==> config.mk <==
export PLATFORM = sky130hd
export DESIGN_NAME = input_mat_loader
export DESIGN_NICKNAME = d
export VERILOG_FILES = /design/src/rtl/input_mat_loader_pkg.sv /design/src/rtl/input_mat_tag_pipe.sv /design/src/rtl/input_mat_loader.sv
export SDC_FILE = /design/constraint.sdc
export NUM_CORES = 1
export LEC_CHECK = 0
export CAP_MARGIN = 0
export CORE_MARGIN = 2
export CORE_UTILIZATION = 48
export DETAILED_ROUTE_END_ITERATION = 8
export GPL_TIMING_DRIVEN = 0
export HOLD_SLACK_MARGIN = 0.1
export PLACE_DENSITY = 0.84
export SLEW_MARGIN = 30
export SYNTH_ARGS = -nofsm -noshare
export SYNTH_HDL_FRONTEND = slang
export SYNTH_SLANG_ARGS = --single-unit
export TNS_END_PERCENT = 100
==> constraint.sdc <==
create_clock -name clk -period 3.8 [get_ports clk]
set_clock_uncertainty 0.2 [all_clocks]
set_input_delay 0.76 -clock clk [delete_from_list [all_inputs] [get_ports clk]]
set_output_delay 0.76 -clock clk [all_outputs]
set_load 0.005 [all_outputs]
==> src/rtl/input_mat_loader_pkg.sv <==
// Shared types and constants for the input-matrix loader.
// Word layout: one RAM word carries four elements of one bank half-row.
package input_mat_loader_pkg;

    localparam int DATA_WIDTH       = 8;
    localparam int BANK_DEPTH       = 8;
    localparam int SELECT_WIDTH     = 3;
    localparam int WORD_ELEMS       = 4;
    localparam int WORD_WIDTH       = WORD_ELEMS * DATA_WIDTH;
    localparam int WORDS_PER_MATRIX = (BANK_DEPTH * BANK_DEPTH) / WORD_ELEMS;

    typedef enum logic [2:0] {
        S_IDLE,
        S_ISSUE,
        S_DRAIN,
        S_FLUSH,
        S_DONE
    } state_e;

    typedef struct packed {
        logic                    valid;
        logic [SELECT_WIDTH-1:0] bank;
        logic                    half;
    } tag_t;

    function automatic tag_t make_tag(logic vld, logic [3:0] k);
        tag_t t;
        t.valid = vld;
        t.bank  = k[3:1];
        t.half  = k[0];
        return t;
    endfunction

endpackage

==> src/rtl/input_mat_tag_pipe.sv <==
// Tag shift register tracking outstanding RAM reads.
// Virtual stage 0 is the incoming tag; registered stages are 1..DEPTH.
module input_mat_tag_pipe
    import input_mat_loader_pkg::*;
#(
    parameter int DEPTH   = 2,
    parameter int SEL_TAP = 0
) (
    input  logic clk_i,
    input  logic rst_i,
    input  tag_t tag_i,
    output logic data_vld_o,
    output tag_t sel_tag_o,
    output logic busy_o
);

    tag_t st_q [DEPTH];

    always_ff @(posedge clk_i or posedge rst_i) begin
        if (rst_i) begin
            for (int i = 0; i < DEPTH; i++) begin
                st_q[i] <= '0;
            end
        end else begin
            st_q[0] <= tag_i;
            for (int i = 1; i < DEPTH; i++) begin
                st_q[i] <= st_q[i-1];
            end
        end
    end

    assign data_vld_o = st_q[DEPTH-1].valid;

    generate
        if (SEL_TAP == 0) begin : g_tap_in
            assign sel_tag_o = tag_i;
        end else begin : g_tap_reg
            assign sel_tag_o = st_q[SEL_TAP-1];
        end
    endgenerate

    always_comb begin
        busy_o = 1'b0;
        for (int i = 0; i < DEPTH; i++) begin
            busy_o = busy_o | st_q[i].valid;
        end
    end

endmodule

==> src/rtl/input_mat_loader.sv <==
// Streams one 8x8 matrix from RAM into the input register bank.
// Optional LOAD_CNT_EN adds a 16-bit completed-load counter output.
module input_mat_loader
    import input_mat_loader_pkg::*;
#(
    parameter int ADDR_WIDTH   = 10,
    parameter int RAM_LATENCY  = 1,
    parameter int SEL_LEAD     = 2,
    parameter int FLUSH_CYCLES = 3
) (
    input  logic                    clk,
    input  logic                    reset,
    input  logic                    start,
    input  logic [ADDR_WIDTH-1:0]   base_addr,
    output logic                    busy,
    output logic                    done,
    output logic                    ram_en,
    output logic [ADDR_WIDTH-1:0]   ram_addr,
    input  logic [WORD_WIDTH-1:0]   ram_rdata,
    output logic                    mat_enable,
    output logic [SELECT_WIDTH-1:0] mat_bank_sel,
    output logic [SELECT_WIDTH-1:0] mat_sel,
    output logic [WORD_WIDTH-1:0]   mat_data_in
`ifdef LOAD_CNT_EN
    ,
    output logic [15:0]             load_count
`endif
);

    localparam int         DEPTH   = RAM_LATENCY + 1;
    localparam int         SEL_TAP = RAM_LATENCY + 1 - SEL_LEAD;
    localparam logic [3:0] LAST_K  = 4'(WORDS_PER_MATRIX - 1);
    localparam logic [3:0] FC_LAST = 4'(FLUSH_CYCLES - 1);

    state_e                  state_q, state_d;
    logic [3:0]              k_q, k_d;
    logic [3:0]              fc_q, fc_d;
    logic [ADDR_WIDTH-1:0]   base_q, base_d;
    logic [WORD_WIDTH-1:0]   data_q;
    logic [SELECT_WIDTH-1:0] bank_q;
    logic                    half_q;

    tag_t tag_in;
    tag_t sel_tag;
    logic data_vld;
    logic pipe_busy;

    always_ff @(posedge clk or posedge reset) begin
        if (reset) begin
            state_q <= S_IDLE;
            k_q     <= '0;
            fc_q    <= '0;
            base_q  <= '0;
        end else begin
            state_q <= state_d;
            k_q     <= k_d;
            fc_q    <= fc_d;
            base_q  <= base_d;
        end
    end

    always_comb begin
        state_d = state_q;
        k_d     = k_q;
        fc_d    = fc_q;
        base_d  = base_q;
        unique case (state_q)
            S_IDLE: begin
                if (start) begin
                    base_d  = base_addr;
                    k_d     = '0;
                    state_d = S_ISSUE;
                end
            end
            S_ISSUE: begin
                k_d = k_q + 4'd1;
                if (k_q == LAST_K) begin
                    state_d = S_DRAIN;
                end
            end
            S_DRAIN: begin
                if (!pipe_busy) begin
                    fc_d    = '0;
                    state_d = S_FLUSH;
                end
            end
            S_FLUSH: begin
                fc_d = fc_q + 4'd1;
                if (fc_q == FC_LAST) begin
                    state_d = S_DONE;
                end
            end
            S_DONE: begin
                state_d = S_IDLE;
            end
            default: begin
                state_d = S_IDLE;
            end
        endcase
    end

    // Tag is built from next-state so a zero-lead select tap is still registered.
    assign tag_in = make_tag(state_d == S_ISSUE, k_d);

    input_mat_tag_pipe #(
        .DEPTH   (DEPTH),
        .SEL_TAP (SEL_TAP)
    ) u_tag_pipe (
        .clk_i      (clk),
        .rst_i      (reset),
        .tag_i      (tag_in),
        .data_vld_o (data_vld),
        .sel_tag_o  (sel_tag),
        .busy_o     (pipe_busy)
    );

    always_ff @(posedge clk or posedge reset) begin
        if (reset) begin
            data_q <= '0;
            bank_q <= '0;
            half_q <= 1'b0;
        end else begin
            if (data_vld) begin
                data_q <= ram_rdata;
            end
            if (sel_tag.valid) begin
                bank_q <= sel_tag.bank;
                half_q <= sel_tag.half;
            end
        end
    end

    assign busy         = (state_q != S_IDLE);
    assign mat_enable   = busy;
    assign done         = (state_q == S_DONE);
    assign ram_en       = (state_q == S_ISSUE);
    assign ram_addr     = ram_en ? base_q + ADDR_WIDTH'(k_q) : '0;
    assign mat_data_in  = data_q;
    assign mat_bank_sel = bank_q;
    assign mat_sel      = {{(SELECT_WIDTH-1){1'b0}}, half_q};

`ifdef LOAD_CNT_EN
    logic [15:0] cnt_q;

    always_ff @(posedge clk or posedge reset) begin
        if (reset) begin
            cnt_q <= '0;
        end else if (state_q == S_DONE) begin
            cnt_q <= cnt_q + 16'd1;
        end
    end

    assign load_count = cnt_q;
`endif

endmodule

==> run metrics, run 1 <==
total power 3.302 mW; fin crit share 96.03%; CP Buf/Inv Count 2; antenna diode count 0; Crit. End Element primary output; most frequent standard cell in the layout excluding fill and tap cells clkdlybuf4s50_1; Synth area leaders dfrtp_1, mux2_2, mux2_4, ha_1, o21ai_0; Worst path max stage delay 550 ps; port buffer count 94; met3 WL 410 µm; GP Congestion 0.8123; Initial Utilization 49.93%; Worst Path Required 2840 ps; cell family with most CP delay buffers and inverters; Worst IR Drop VDD 0.5437 mV; Core Region 5540 µm²; cts bufs inserted 9; hold buffer count at cts 0; setup violators final 0; P&R area growth vs syn 45.73%; die height 79.92 µm; H-tree levels 3; routed wire length 6001 µm; Cells after Synth 223; CP arrival 2690 ps; Site Rows 27; vias in the first global route 2032; Avg Inst Size Synth 12.41 µm²; top-area cell type share of the netlist area 53.37%; # Max-Cap Violations 0; synthesis-stage register bit count 59; Peak Freq 274.0 MHz; Total Routing Usage GR 19.62%; die area 6386 µm²; commonest non-fill, non-tap cells in the layout clkdlybuf4s50_1, dfrtp_1, mux2_2; run status finished clean; worst-path fanout max 6; CTS tree built; P_leak 1.720 nW; sequential area share after synthesis 53.37%; GRT overflow 0; Fin. Hold Viols 0; synthesized cell area 2766 µm²; Antenna Violating Nets Remaining 0; Fin Hold WS 173.1 ps; Met2 Wirelength 2789 µm; top sig layer met4; residual DRC count 0; # IOs 97; global-route wire length before repair 9556 µm; TNS Setup 0 ps; via count 2105; Clk pin slew, worst setup/hold paths 70 ps; Worst Hold Class reg2reg; pin count of the biggest net entering global routing 36; Wirelength per Cell 14.71 µm; worst-path cell chain ha_1 > inv_1 > fa_1 > nor2b_2 > o21ai_2 > a2111o_1 > o21ai_0 > clkdlybuf4s50_1; Die Span X 79.92 µm; min Tclk post-route 3649 ps; initial antenna violation count 0; layout cells sized above 1 23.81%; RSZ-0062 raised after global routing false; Startpoint Class flop; M1 wire length 2719 µm; DR pass1 iterations 4; Skew-Pair Late Insertion Delay 330 ps; Core Util, Final 72.76%; Max clock buf depth 2; Slowest cell on crit path clkdlybuf4s50_1; kind of critical path reg2out; total number of yosys warnings 0; DP HPWL 4475 µm; Yosys cell types 41; largest area contributor in the netlist dfrtp_1; 1st-iter DRT viols 46; TritonCTS Sinks 59; PD cells 819.2 nW/µm²; fin nets 384; vias per inst 5.159; max-slew violation count 0; clock root cell clkbuf_8
==> worst register-to-register path, cell delays in order, from the launching register on <==
cell and delay (ps):
dfrtp_1 380, buf_4 150, ha_1 260, nand4_1 140
o2111ai_1 170, inv_1 190, mux2_2 350
==> worst paths after layout <==
kind                                              start                               to  slack (ps)  cells past startpoint
min reg2reg                u_tag_pipe.st_q[9]$_DFF_PP0_  u_tag_pipe.data_vld_o$_DFF_PP0_         170                      0
min                        u_tag_pipe.st_q[9]$_DFF_PP0_  u_tag_pipe.data_vld_o$_DFF_PP0_         170                      0
min in group asynchronous                         reset            base_q[9]$_DFFE_PP0P_         550                      2
max                               base_q[0]$_DFFE_PP0P_                      ram_addr[8]         150                      8
max reg2reg                            k_q[0]$_DFF_PP0_      mat_bank_sel[0]$_DFFE_PP0N_        1850                      6
max in group asynchronous                         reset  u_tag_pipe.data_vld_o$_DFF_PP0_        2380                      3
==> kinds of logic after synthesis <==
| family | Yosys count | share of synthesized area [%] |
|---|---|---|
| AO/OA/AOI/OAI | 40 | 9.317 |
| XOR/XNOR | 2 | 0.6333 |
| adder cells (fa/ha/maj) | 8 | 3.890 |
| buffers and inverters | 25 | 5.111 |
| flip-flops | 59 | 53.37 |
| multiplexers | 45 | 19.40 |
| other | 1 | 0.1356 |
| AND/OR/NAND/NOR | 43 | 8.141 |
==> per-stage QoR <==
step / setup slack [ps] / cells / instance area [µm²]
3_5_place_dp: 275.5 / 391 / 3824
3_3_place_gp: 349.4 / 390 / 3801
2_1_floorplan: 1025 / 224 / 2770
6_report: 151.0 / 408 / 4031
5_1_grt: 22.44 / 408 / 4031
4_1_cts: 59.56 / 408 / 4025
==> what timing repair did <==
action	CTS	global route
resized for setup	1	2
endpoints found under the setup margin	2	2
hold endpoints to repair	0	0
buffers inserted	1	0
==> report_power, final <==
group          total, mW  switching, mW  internal, mW
combinational       1.65          0.642          1.01
sequential          1.09          0.192         0.903
clock              0.556          0.238         0.317
==> synth_stat cells, drive strengths merged <==
master	number
a31oi	1
o31ai	1
and2	1
xnor2	1
ha	7
a2111o	2
dfrtp	59
nor2b	3
or3	3
o21a	1
nand2	13
conb	1
and3	2
nor3b	1
a21o	2
inv	13
nor2	7
nor3	5
clkbuf	1
fa	1
buf	11
nand3	5
or2	1
a21oi	7
o21ai	15
nand4	2
o211ai	2
o2111ai	1
o21bai	1
mux2	45
a211oi	4
a22o	3
xor2	1
==> state kept, by name, indices dropped and copies added, names as in the netlist, 3 cells and up <==
register and flops:
mat_data_in 32, base_q 10, fc_q 4, k_q 4, mat_bank_sel 3, state_q 3
==> metal layers <==
metal  track usage, %  vias up
li1                 -     1003
met2            31.17       85
met1            25.72     1009
met4            6.610        0
met5                0        -
met3            5.769        8
==> final cells by class <==
| class | count | area, µm² |
|---|---|---|
| Fill cell | 384 | 1509 |
| Inverter | 13 | 51.30 |
| Tap cell | 72 | 90.09 |
| Clock inverter | 5 | 52.55 |
| Multi-Input combinational cell | 140 | 1159 |
| Buffer | 12 | 92.59 |
| Sequential cell | 59 | 1476 |
| Clock buffer | 11 | 141.4 |
| Timing Repair Buffer | 96 | 968.4 |
Power figures use the tool's default switching activity.
==> run 2, diff against run 1 <==
--- a/config.mk
+++ b/config.mk
@@ -5,9 +5,9 @@
 export SDC_FILE = /design/constraint.sdc
 export NUM_CORES = 1
 export LEC_CHECK = 0
-export CAP_MARGIN = 0
 export CORE_MARGIN = 2
 export CORE_UTILIZATION = 48
+export CTS_CLUSTER_DIAMETER = 40
 export DETAILED_ROUTE_END_ITERATION = 8
 export GPL_TIMING_DRIVEN = 0
 export HOLD_SLACK_MARGIN = 0.1
==> results of run 2 <==
Final layout, timing and power as in run 1 (identical DEF).
